`src/rtl/load_store_unit_if.sv`:
```
// ----------------------------------------------------------------------------
// lsu_if: request/response and data-memory bus bundle for load_store_unit.
//
// Handshake rules:
//   - A request transfers on a rising edge where req_valid && req_ready are
//     both 1. req_ready is 1 only while the unit is idle.
//   - resp_valid is a single-cycle pulse. valM/fault are meaningful with it
//     and hold their values until the next pulse.
//   - dmem_req stays high, with addr/we/wstrb/wdata stable, until an edge
//     that samples dmem_gnt = 1. Load data returns on a later edge that
//     samples dmem_rvalid = 1.
//
// Modports:
//   slave  - the load/store unit
//   master - execute stage plus data memory (the environment)
// ----------------------------------------------------------------------------
interface lsu_if #(
  parameter int XLEN = 32
);
  logic            req_valid;
  logic            req_ready;
  logic [XLEN-1:0] valE;
  logic [XLEN-1:0] valB;
  logic            mem_read_en;
  logic            mem_write_en;
  logic [1:0]      mem_width;
  logic            sign_extend;
  logic            resp_valid;
  logic [XLEN-1:0] valM;
  logic            fault;
  logic            dmem_req;
  logic            dmem_we;
  logic [XLEN-1:0] dmem_addr;
  logic [XLEN-1:0] dmem_wdata;
  logic [3:0]      dmem_wstrb;
  logic            dmem_gnt;
  logic            dmem_rvalid;
  logic [XLEN-1:0] dmem_rdata;

  modport slave (
    input  req_valid, valE, valB, mem_read_en, mem_write_en, mem_width,
           sign_extend, dmem_gnt, dmem_rvalid, dmem_rdata,
    output req_ready, resp_valid, valM, fault, dmem_req, dmem_we,
           dmem_addr, dmem_wdata, dmem_wstrb
  );

  modport master (
    output req_valid, valE, valB, mem_read_en, mem_write_en, mem_width,
           sign_extend, dmem_gnt, dmem_rvalid, dmem_rdata,
    input  req_ready, resp_valid, valM, fault, dmem_req, dmem_we,
           dmem_addr, dmem_wdata, dmem_wstrb
  );
endinterface

```
`src/rtl/load_store_unit.sv`:
```
// ----------------------------------------------------------------------------
// load_store_unit: memory-access stage of the RV32 pipeline. Accepts one
// request at a time, classifies it, runs at most one data-memory transaction
// on a req/gnt/rvalid bus and returns a one-cycle response with the aligned,
// extended load result (valM) and a fault flag.
//
// Ports:
//   clk       - clock, rising edge
//   rst       - synchronous active-high reset
//   bus       - lsu_if.slave: request, response and data-memory signals
//   dbg_state - current FSM state (0 IDLE, 1 REQ, 2 WAIT, 3 RESP)
//
// Parameters:
//   XLEN    - data/address width, must be 32
//   TIMEOUT - watchdog limit in cycles (only with LSU_TIMEOUT_EN)
//
// Optional feature: define LSU_TIMEOUT_EN to add a watchdog that abandons a
// bus access after TIMEOUT cycles in REQ or WAIT and reports a fault.
// ----------------------------------------------------------------------------
module load_store_unit #(
  parameter int XLEN    = 32,
  parameter int TIMEOUT = 255
) (
  input  logic       clk,
  input  logic       rst,
  lsu_if.slave       bus,
  output logic [1:0] dbg_state
);

  if (XLEN != 32 || TIMEOUT < 1) begin : g_bad_cfg
    $error("load_store_unit: XLEN must be 32 and TIMEOUT at least 1");
  end

  typedef enum logic [1:0] {
    S_IDLE = 2'd0,
    S_REQ  = 2'd1,
    S_WAIT = 2'd2,
    S_RESP = 2'd3
  } state_t;

  state_t          state_q, state_d;
  logic [XLEN-1:0] addr_q, addr_d;
  logic [XLEN-1:0] wdata_q, wdata_d;
  logic [3:0]      wstrb_q, wstrb_d;
  logic            we_q, we_d;
  logic [1:0]      off_q, off_d;
  logic [1:0]      width_q, width_d;
  logic            sext_q, sext_d;
  logic [XLEN-1:0] valm_q, valm_d;
  logic            fault_q, fault_d;

  // Classification and lane placement of the incoming request.
  logic            illegal;
  logic [3:0]      strb_in;
  logic [XLEN-1:0] wdata_in;
  // Load data realigned and extended from the bus read data.
  logic [XLEN-1:0] rd_shift;
  logic [XLEN-1:0] load_ext;

`ifdef LSU_TIMEOUT_EN
  localparam int CW = ($clog2(TIMEOUT + 1) > 8) ? $clog2(TIMEOUT + 1) : 8;
  logic [CW-1:0] tmo_cnt_q, tmo_cnt_d;
  logic          tmo_hit;
  assign tmo_hit = (tmo_cnt_q >= CW'(TIMEOUT));
`endif

  always_comb begin
    illegal = (bus.mem_width == 2'b11)
            || (bus.mem_read_en && bus.mem_write_en)
            || (bus.mem_width == 2'b01 && bus.valE[0])
            || (bus.mem_width == 2'b10 && bus.valE[1:0] != 2'b00);
    case (bus.mem_width)
      2'b00:   begin
                 strb_in  = 4'b0001 << bus.valE[1:0];
                 wdata_in = {4{bus.valB[7:0]}};
               end
      2'b01:   begin
                 strb_in  = 4'b0011 << bus.valE[1:0];
                 wdata_in = {2{bus.valB[15:0]}};
               end
      default: begin
                 strb_in  = 4'b1111;
                 wdata_in = bus.valB;
               end
    endcase
  end

  always_comb begin
    rd_shift = bus.dmem_rdata >> {off_q, 3'b000};
    case (width_q)
      2'b00:   load_ext = {{24{sext_q & rd_shift[7]}}, rd_shift[7:0]};
      2'b01:   load_ext = {{16{sext_q & rd_shift[15]}}, rd_shift[15:0]};
      default: load_ext = rd_shift;
    endcase
  end

  always_comb begin
    state_d = state_q;
    addr_d  = addr_q;
    wdata_d = wdata_q;
    wstrb_d = wstrb_q;
    we_d    = we_q;
    off_d   = off_q;
    width_d = width_q;
    sext_d  = sext_q;
    valm_d  = valm_q;
    fault_d = fault_q;
`ifdef LSU_TIMEOUT_EN
    tmo_cnt_d = tmo_cnt_q;
`endif
    case (state_q)
      S_IDLE: begin
        if (bus.req_valid) begin
          addr_d  = {bus.valE[XLEN-1:2], 2'b00};
          wdata_d = wdata_in;
          wstrb_d = strb_in;
          we_d    = bus.mem_write_en;
          off_d   = bus.valE[1:0];
          width_d = bus.mem_width;
          sext_d  = bus.sign_extend;
          if (illegal) begin
            state_d = S_RESP;
            fault_d = 1'b1;
            valm_d  = '0;
          end else if (!bus.mem_read_en && !bus.mem_write_en) begin
            state_d = S_RESP;
            fault_d = 1'b0;
            valm_d  = '0;
          end else begin
            state_d = S_REQ;
`ifdef LSU_TIMEOUT_EN
            tmo_cnt_d = '0;
`endif
          end
        end
      end
      S_REQ: begin
`ifdef LSU_TIMEOUT_EN
        tmo_cnt_d = tmo_cnt_q + 1'b1;
`endif
        if (bus.dmem_gnt) begin
          if (we_q) begin
            state_d = S_RESP;
            fault_d = 1'b0;
            valm_d  = '0;
          end else begin
            state_d = S_WAIT;
`ifdef LSU_TIMEOUT_EN
            tmo_cnt_d = '0;
`endif
          end
        end
`ifdef LSU_TIMEOUT_EN
        else if (tmo_hit) begin
          state_d = S_RESP;
          fault_d = 1'b1;
          valm_d  = '0;
        end
`endif
      end
      S_WAIT: begin
`ifdef LSU_TIMEOUT_EN
        tmo_cnt_d = tmo_cnt_q + 1'b1;
`endif
        if (bus.dmem_rvalid) begin
          state_d = S_RESP;
          fault_d = 1'b0;
          valm_d  = load_ext;
        end
`ifdef LSU_TIMEOUT_EN
        else if (tmo_hit) begin
          state_d = S_RESP;
          fault_d = 1'b1;
          valm_d  = '0;
        end
`endif
      end
      S_RESP: begin
        state_d = S_IDLE;
      end
      default: begin
        state_d = S_IDLE;
      end
    endcase
  end

  always_ff @(posedge clk) begin
    if (rst) begin
      state_q <= S_IDLE;
      addr_q  <= '0;
      wdata_q <= '0;
      wstrb_q <= '0;
      we_q    <= 1'b0;
      off_q   <= '0;
      width_q <= '0;
      sext_q  <= 1'b0;
      valm_q  <= '0;
      fault_q <= 1'b0;
`ifdef LSU_TIMEOUT_EN
      tmo_cnt_q <= '0;
`endif
    end else begin
      state_q <= state_d;
      addr_q  <= addr_d;
      wdata_q <= wdata_d;
      wstrb_q <= wstrb_d;
      we_q    <= we_d;
      off_q   <= off_d;
      width_q <= width_d;
      sext_q  <= sext_d;
      valm_q  <= valm_d;
      fault_q <= fault_d;
`ifdef LSU_TIMEOUT_EN
      tmo_cnt_q <= tmo_cnt_d;
`endif
    end
  end

  // Bus fields come straight from flops so they are stable for the whole
  // REQ phase; the write enable is qualified so a faulted store never shows
  // a write outside a real bus request.
  assign bus.req_ready  = (state_q == S_IDLE);
  assign bus.resp_valid = (state_q == S_RESP);
  assign bus.valM       = valm_q;
  assign bus.fault      = fault_q;
  assign bus.dmem_req   = (state_q == S_REQ);
  assign bus.dmem_we    = we_q && (state_q == S_REQ);
  assign bus.dmem_addr  = addr_q;
  assign bus.dmem_wdata = wdata_q;
  assign bus.dmem_wstrb = wstrb_q;
  assign dbg_state      = state_q;

endmodule

```
`src/flat_wrapper.sv`:
```
// flat-port wrapper written by rule: the top's interface ports become plain ports
module load_store_unit_flat 
#(
  parameter int XLEN    = 32,
  parameter int TIMEOUT = 255
)
  (clk, rst, dbg_state, bus_req_valid, bus_valE, bus_valB, bus_mem_read_en, bus_mem_write_en, bus_mem_width, bus_sign_extend, bus_dmem_gnt, bus_dmem_rvalid, bus_dmem_rdata, bus_req_ready, bus_resp_valid, bus_valM, bus_fault, bus_dmem_req, bus_dmem_we, bus_dmem_addr, bus_dmem_wdata, bus_dmem_wstrb);
  lsu_if #(.XLEN(XLEN)) bus_i ();
  input  logic clk;
  input  logic rst;
  output logic [1:0] dbg_state;
  input wire logic [$bits(bus_i.req_valid)-1:0] bus_req_valid;
  input wire logic [$bits(bus_i.valE)-1:0] bus_valE;
  input wire logic [$bits(bus_i.valB)-1:0] bus_valB;
  input wire logic [$bits(bus_i.mem_read_en)-1:0] bus_mem_read_en;
  input wire logic [$bits(bus_i.mem_write_en)-1:0] bus_mem_write_en;
  input wire logic [$bits(bus_i.mem_width)-1:0] bus_mem_width;
  input wire logic [$bits(bus_i.sign_extend)-1:0] bus_sign_extend;
  input wire logic [$bits(bus_i.dmem_gnt)-1:0] bus_dmem_gnt;
  input wire logic [$bits(bus_i.dmem_rvalid)-1:0] bus_dmem_rvalid;
  input wire logic [$bits(bus_i.dmem_rdata)-1:0] bus_dmem_rdata;
  output wire logic [$bits(bus_i.req_ready)-1:0] bus_req_ready;
  output wire logic [$bits(bus_i.resp_valid)-1:0] bus_resp_valid;
  output wire logic [$bits(bus_i.valM)-1:0] bus_valM;
  output wire logic [$bits(bus_i.fault)-1:0] bus_fault;
  output wire logic [$bits(bus_i.dmem_req)-1:0] bus_dmem_req;
  output wire logic [$bits(bus_i.dmem_we)-1:0] bus_dmem_we;
  output wire logic [$bits(bus_i.dmem_addr)-1:0] bus_dmem_addr;
  output wire logic [$bits(bus_i.dmem_wdata)-1:0] bus_dmem_wdata;
  output wire logic [$bits(bus_i.dmem_wstrb)-1:0] bus_dmem_wstrb;
  assign bus_i.req_valid = bus_req_valid;
  assign bus_i.valE = bus_valE;
  assign bus_i.valB = bus_valB;
  assign bus_i.mem_read_en = bus_mem_read_en;
  assign bus_i.mem_write_en = bus_mem_write_en;
  assign bus_i.mem_width = bus_mem_width;
  assign bus_i.sign_extend = bus_sign_extend;
  assign bus_i.dmem_gnt = bus_dmem_gnt;
  assign bus_i.dmem_rvalid = bus_dmem_rvalid;
  assign bus_i.dmem_rdata = bus_dmem_rdata;
  assign bus_req_ready = bus_i.req_ready;
  assign bus_resp_valid = bus_i.resp_valid;
  assign bus_valM = bus_i.valM;
  assign bus_fault = bus_i.fault;
  assign bus_dmem_req = bus_i.dmem_req;
  assign bus_dmem_we = bus_i.dmem_we;
  assign bus_dmem_addr = bus_i.dmem_addr;
  assign bus_dmem_wdata = bus_i.dmem_wdata;
  assign bus_dmem_wstrb = bus_i.dmem_wstrb;
  load_store_unit #(.XLEN(XLEN), .TIMEOUT(TIMEOUT)) u_core (.clk(clk), .rst(rst), .bus(bus_i), .dbg_state(dbg_state));
endmodule
```
`config.mk`:
```
export PLATFORM = sky130hd
export DESIGN_NAME = load_store_unit_flat
export DESIGN_NICKNAME = d
export VERILOG_FILES = /design/src/rtl/load_store_unit_if.sv /design/src/rtl/load_store_unit.sv /design/src/flat_wrapper.sv
export SDC_FILE = /design/constraint.sdc
export NUM_CORES = 1
export LEC_CHECK = 0
export ABC_AREA = 1
export CAP_MARGIN = 20
export CORE_MARGIN = 2
export CORE_UTILIZATION = 35
export CTS_BUF_LIST = sky130_fd_sc_hd__clkbuf_4
export CTS_CLUSTER_SIZE = 8
export DETAILED_ROUTE_END_ITERATION = 8
export HOLD_SLACK_MARGIN = 0.03
export PLACE_DENSITY = 0.7
export SYNTH_ARGS = -nofsm -noshare
export SYNTH_HDL_FRONTEND = slang
export SYNTH_SLANG_ARGS = --single-unit
export TNS_END_PERCENT = 10
```
`constraint.sdc`:
```
create_clock -name clk -period 1.6 [get_ports clk]
set_input_delay 0.24 -clock clk [delete_from_list [all_inputs] [get_ports clk]]
set_output_delay 0.24 -clock clk [all_outputs]
set_load 0.03 [all_outputs]
```
==> qor_table.md <==
| Group | Metric | Value |
|:---|:---|:---|
| yosys | Area fraction of the dominant cell type after synthesis | 0.414 |
| yosys | Cell type contributing the most total cell area after synthesis | dfxtp_1 |
| pwr | Largest voltage drop on the vdd net | 0.652 mV |
| clocking | Number of hold buffers added after cts | 0 |
| drt | Remaining antenna violation count | 0 |
| yosys | Synth cell types | 36 |
| layout | Fraction of layout instances using a drive strength above 1 | 0.143 |
| global routing | Pin count of the biggest net entering global routing | 50 |
| timing | PnR worst setup slack | -0.0858 ns |
| global routing | Global-route wire length before repair | 27000 um |
| status | Failing checks | negative setup slack |
| yosys | Yosys warnings | 0 |
| floorplan | Initial cell density of the core | 0.357 |
| drt | Routed wire per std cell | 14.1 um |
| clocking | TritonCTS Buffers | 9 |
| critical path | Data arrival time at the worst-slack endpoint | 1.45 ns |
| critical path | Element type at the critical path end | primary output |
| floorplan | Site Rows | 44 |
| yosys | Number of synthesized register bits | 107 |
| yosys | Post-synthesis area per instance | 6.88 um2 |
| yosys | Gate Count Post-Synth | 752 |
| drt | Count of unresolved DRC violations after routing | 0 |
| yosys | Sequential-to-total area share from yosys stat | 0.414 |
| placed design | Post-placement worst setup slack | -0.281 ns |
| pwr | Leakage | 3.60 nW |
| timing | Clock Skew | 0.0255 ns |
| yosys | Synth top cells by count | nor2_1, nand2_1, dfxtp_1 |
| drt | Sum of met2 wire segment lengths after detailed routing | 7420 um |
| clocking | Clock tree sinks | 107 |
| drt | Post-DR vias/cell | 4.83 |
| timing | Final worst path period share | 1.05 |
| drt | Routed length on met1 | 7180 um |
| clocking | Clk pin slew, worst setup/hold paths | 0.20 ns |
| layout | Layout-stage area growth over the synthesis result | 54.3% |
| timing | Highest achievable clock rate | 593 MHz |
| floorplan | Number of ports placed on the die boundary | 213 |
| drt | DRC violation total after the first TritonRoute iteration | 323 |
| drt | Highest metal used | met4 |
| placed design | PortBufs | 210 |
| timing | Max-slew violation count | 0 |
| yosys | Async set-reset flop share out of synthesis | 0 |
| clocking | TritonCTS clock tree | done |
| placed design | RePlAce Congestion | 0.916 |
| floorplan | Die outline height | 126 um |
| critical path | Type of the worst setup path | reg -> out |
| timing | Number of hold violations in the final report | 0 |
| yosys | Leading cell types by total area after synthesis | dfxtp_1, nor2_1, nand2_1, o21ai_0, nand3_1 |
| critical path | Worst-path fanout max | 4 |
| yosys | Post-Synthesis Cell Area | 5170 um2 |
| drt | Pre-Repair DR Iteration Count | 4 |
| yosys | EDFF count, synth | 0 |
| floorplan | Horizontal die dimension | 126 um |
| worst hold path | Path class of the lowest-slack min-delay path | in -> reg |
| pwr | Pwr per Cell Area | 1500 nW/um2 |
| drt | Met3 wire len | 1680 um |
| clocking | Clock latency at the later pin of the worst-skew pair | 0.50 ns |
| yosys | Most frequently used cell type in the post-synthesis netlist | nor2_1 |
| drt | Vias post-DR | 5652 |
| critical path | Crit path required time | 1.36 ns |
| floorplan | Die Outline Area | 15800 um2 |
| layout | ANT cells | 0 |
| critical path | Element type at the critical path start | flip-flop |
| status | Status | finished with violations |
| clocking | Max H-tree Level | 3 |
| timing | Unrepaired setup endpoints after global routing | yes |
| global routing | Overall routing resource usage | 0.210 |
| drt | Total routed wirelength | 16500 um |
| yosys | Top FF cell, synth | dfxtp_1 |
| layout | Post-layout nets | 1092 |
| global routing | Total congestion overflow | 0 |
| clocking | CTS Root Cell | clkbuf_4 |
| job | Count of maximum capacitance violations | 0 |
| floorplan | Core Box Area | 14500 um2 |
| pwr | Post-layout total power | 0.0120 W |
| global routing | Number of global-route vias before repair | 5389 |
| clocking | Maximum clock insertion buffer count | 2 |
| timing | Final critical-path required period | 1.69 ns |
| placed design | Half-perimeter wire length of the detailed placement result | 12300 um |
| global routing | Number of antenna violations at the first check in global routing | 0 |
| timing | Final setup vio count | 3 |
## registers in the layout, indices dropped and copies added (netlist names)
register and cells:
u_core.width_q 2, u_core.dbg_state 2, u_core.off_q 2, u_core.sext_q 1
u_core.bus.dmem_wdata 32, u_core.we_q 1, u_core.bus.valM 32, u_core.bus.dmem_wstrb 4
u_core.bus.fault 1, u_core.bus.dmem_addr 30
## power breakdown
part | internal (W) | switching, W
sequential | 0.00330 | 0.000361
combinational | 0.00269 | 0.00418
clock | 0.000382 | 0.00106
## worst paths after layout
check	start	endpoint	slack, ns	depth (start not counted)
max reg2reg	u_core.dbg_state[0]	u_core.bus.valM[22]	-0.01	9
min reg2reg	u_core.bus.valM[12]	u_core.bus.valM[12]	0.48	2
min	rst	u_core.bus.dmem_wdata[21]	0.18	3
max	u_core.dbg_state[1]	bus_dmem_we	-0.09	6
## logic make-up after synthesis
family | Yosys count | synth area share
AOI/OAI and AO/OA | 183 | 0.199
DFF | 107 | 0.414
buffers and inverters | 103 | 0.0856
other | 1 | 0.000725
and+or+nand+nor | 353 | 0.289
adders and majority gates | 5 | 0.0121
## metrics by stage
stage               TNS [ns]  instance area, um2  hold WS [ns]  cells   util
global placement       -9.06                7910         0.452   1153  0.546
global route           -1.92                7990         0.155   1170  0.552
detailed placement    -11.47                7910         0.459   1153  0.546
floorplan              -1.67                5280         0.381    753      -
CTS                   -0.338                7960         0.152   1169  0.549
finish                -0.124                7990         0.177   1170  0.552
## critical path: stages (launching register included)
cell and delay, ns:
dfxtp_4 0.42, inv_6 0.05, ha_4 0.16, buf_6 0.12, nand2_4 0.05, inv_2 0.04
buf_6 0.13
## timing repair
action,CTS,global route
setup endpoints to repair,124,87
pin swaps,2,2
buffers inserted,0,1
resized for setup,126,69
## layout make-up
type | count | area, um2
clock inverter | 7 | 81.3
fill | 1424 | 6490
inverter | 49 | 208
sequential | 107 | 2150
tap | 184 | 230
multi-input combinational | 543 | 2690
timing repair buffer | 271 | 2560
clock buffer | 9 | 67.6
## metal layers
layer  track usage  vias up
met1         0.264     2519
met4        0.0523        0
met2         0.336      196
met5             0        -
li1              -     2922
met3        0.0873       15
## placed cells by master (no fill, tap or decap), types with 3 or more instances in the layout
| cell | Yosys | layout |
|---|---|---|
| a21boi_1 | 5 | 5 |
| inv_8 | 0 | 3 |
| buf_12 | 0 | 11 |
| buf_2 | 18 | 4 |
| a21boi_0 | 11 | 11 |
| clkdlybuf4s15_1 | 0 | 29 |
| nor2_1 | 138 | 137 |
| inv_6 | 0 | 4 |
| nand3_1 | 66 | 66 |
| nand2_1 | 127 | 125 |
| clkbuf_4 | 0 | 9 |
| dfxtp_1 | 107 | 104 |
| or2_2 | 9 | 8 |
| o21ai_0 | 73 | 67 |
| dlygate4sd2_1 | 0 | 60 |
| inv_2 | 6 | 6 |
| inv_1 | 40 | 36 |
| a21oi_1 | 62 | 61 |
| nand2_4 | 0 | 3 |
| o21ai_2 | 0 | 3 |
| buf_6 | 2 | 4 |
| a31oi_1 | 10 | 10 |
| ha_4 | 0 | 3 |
| buf_4 | 4 | 49 |
| clkdlybuf4s50_1 | 0 | 104 |
| a41oi_1 | 3 | 3 |
| o211ai_1 | 15 | 15 |
| clkbuf_2 | 1 | 10 |
| o21ai_1 | 0 | 3 |
| nor2_4 | 3 | 3 |
Power figures use the tool's default switching activity.
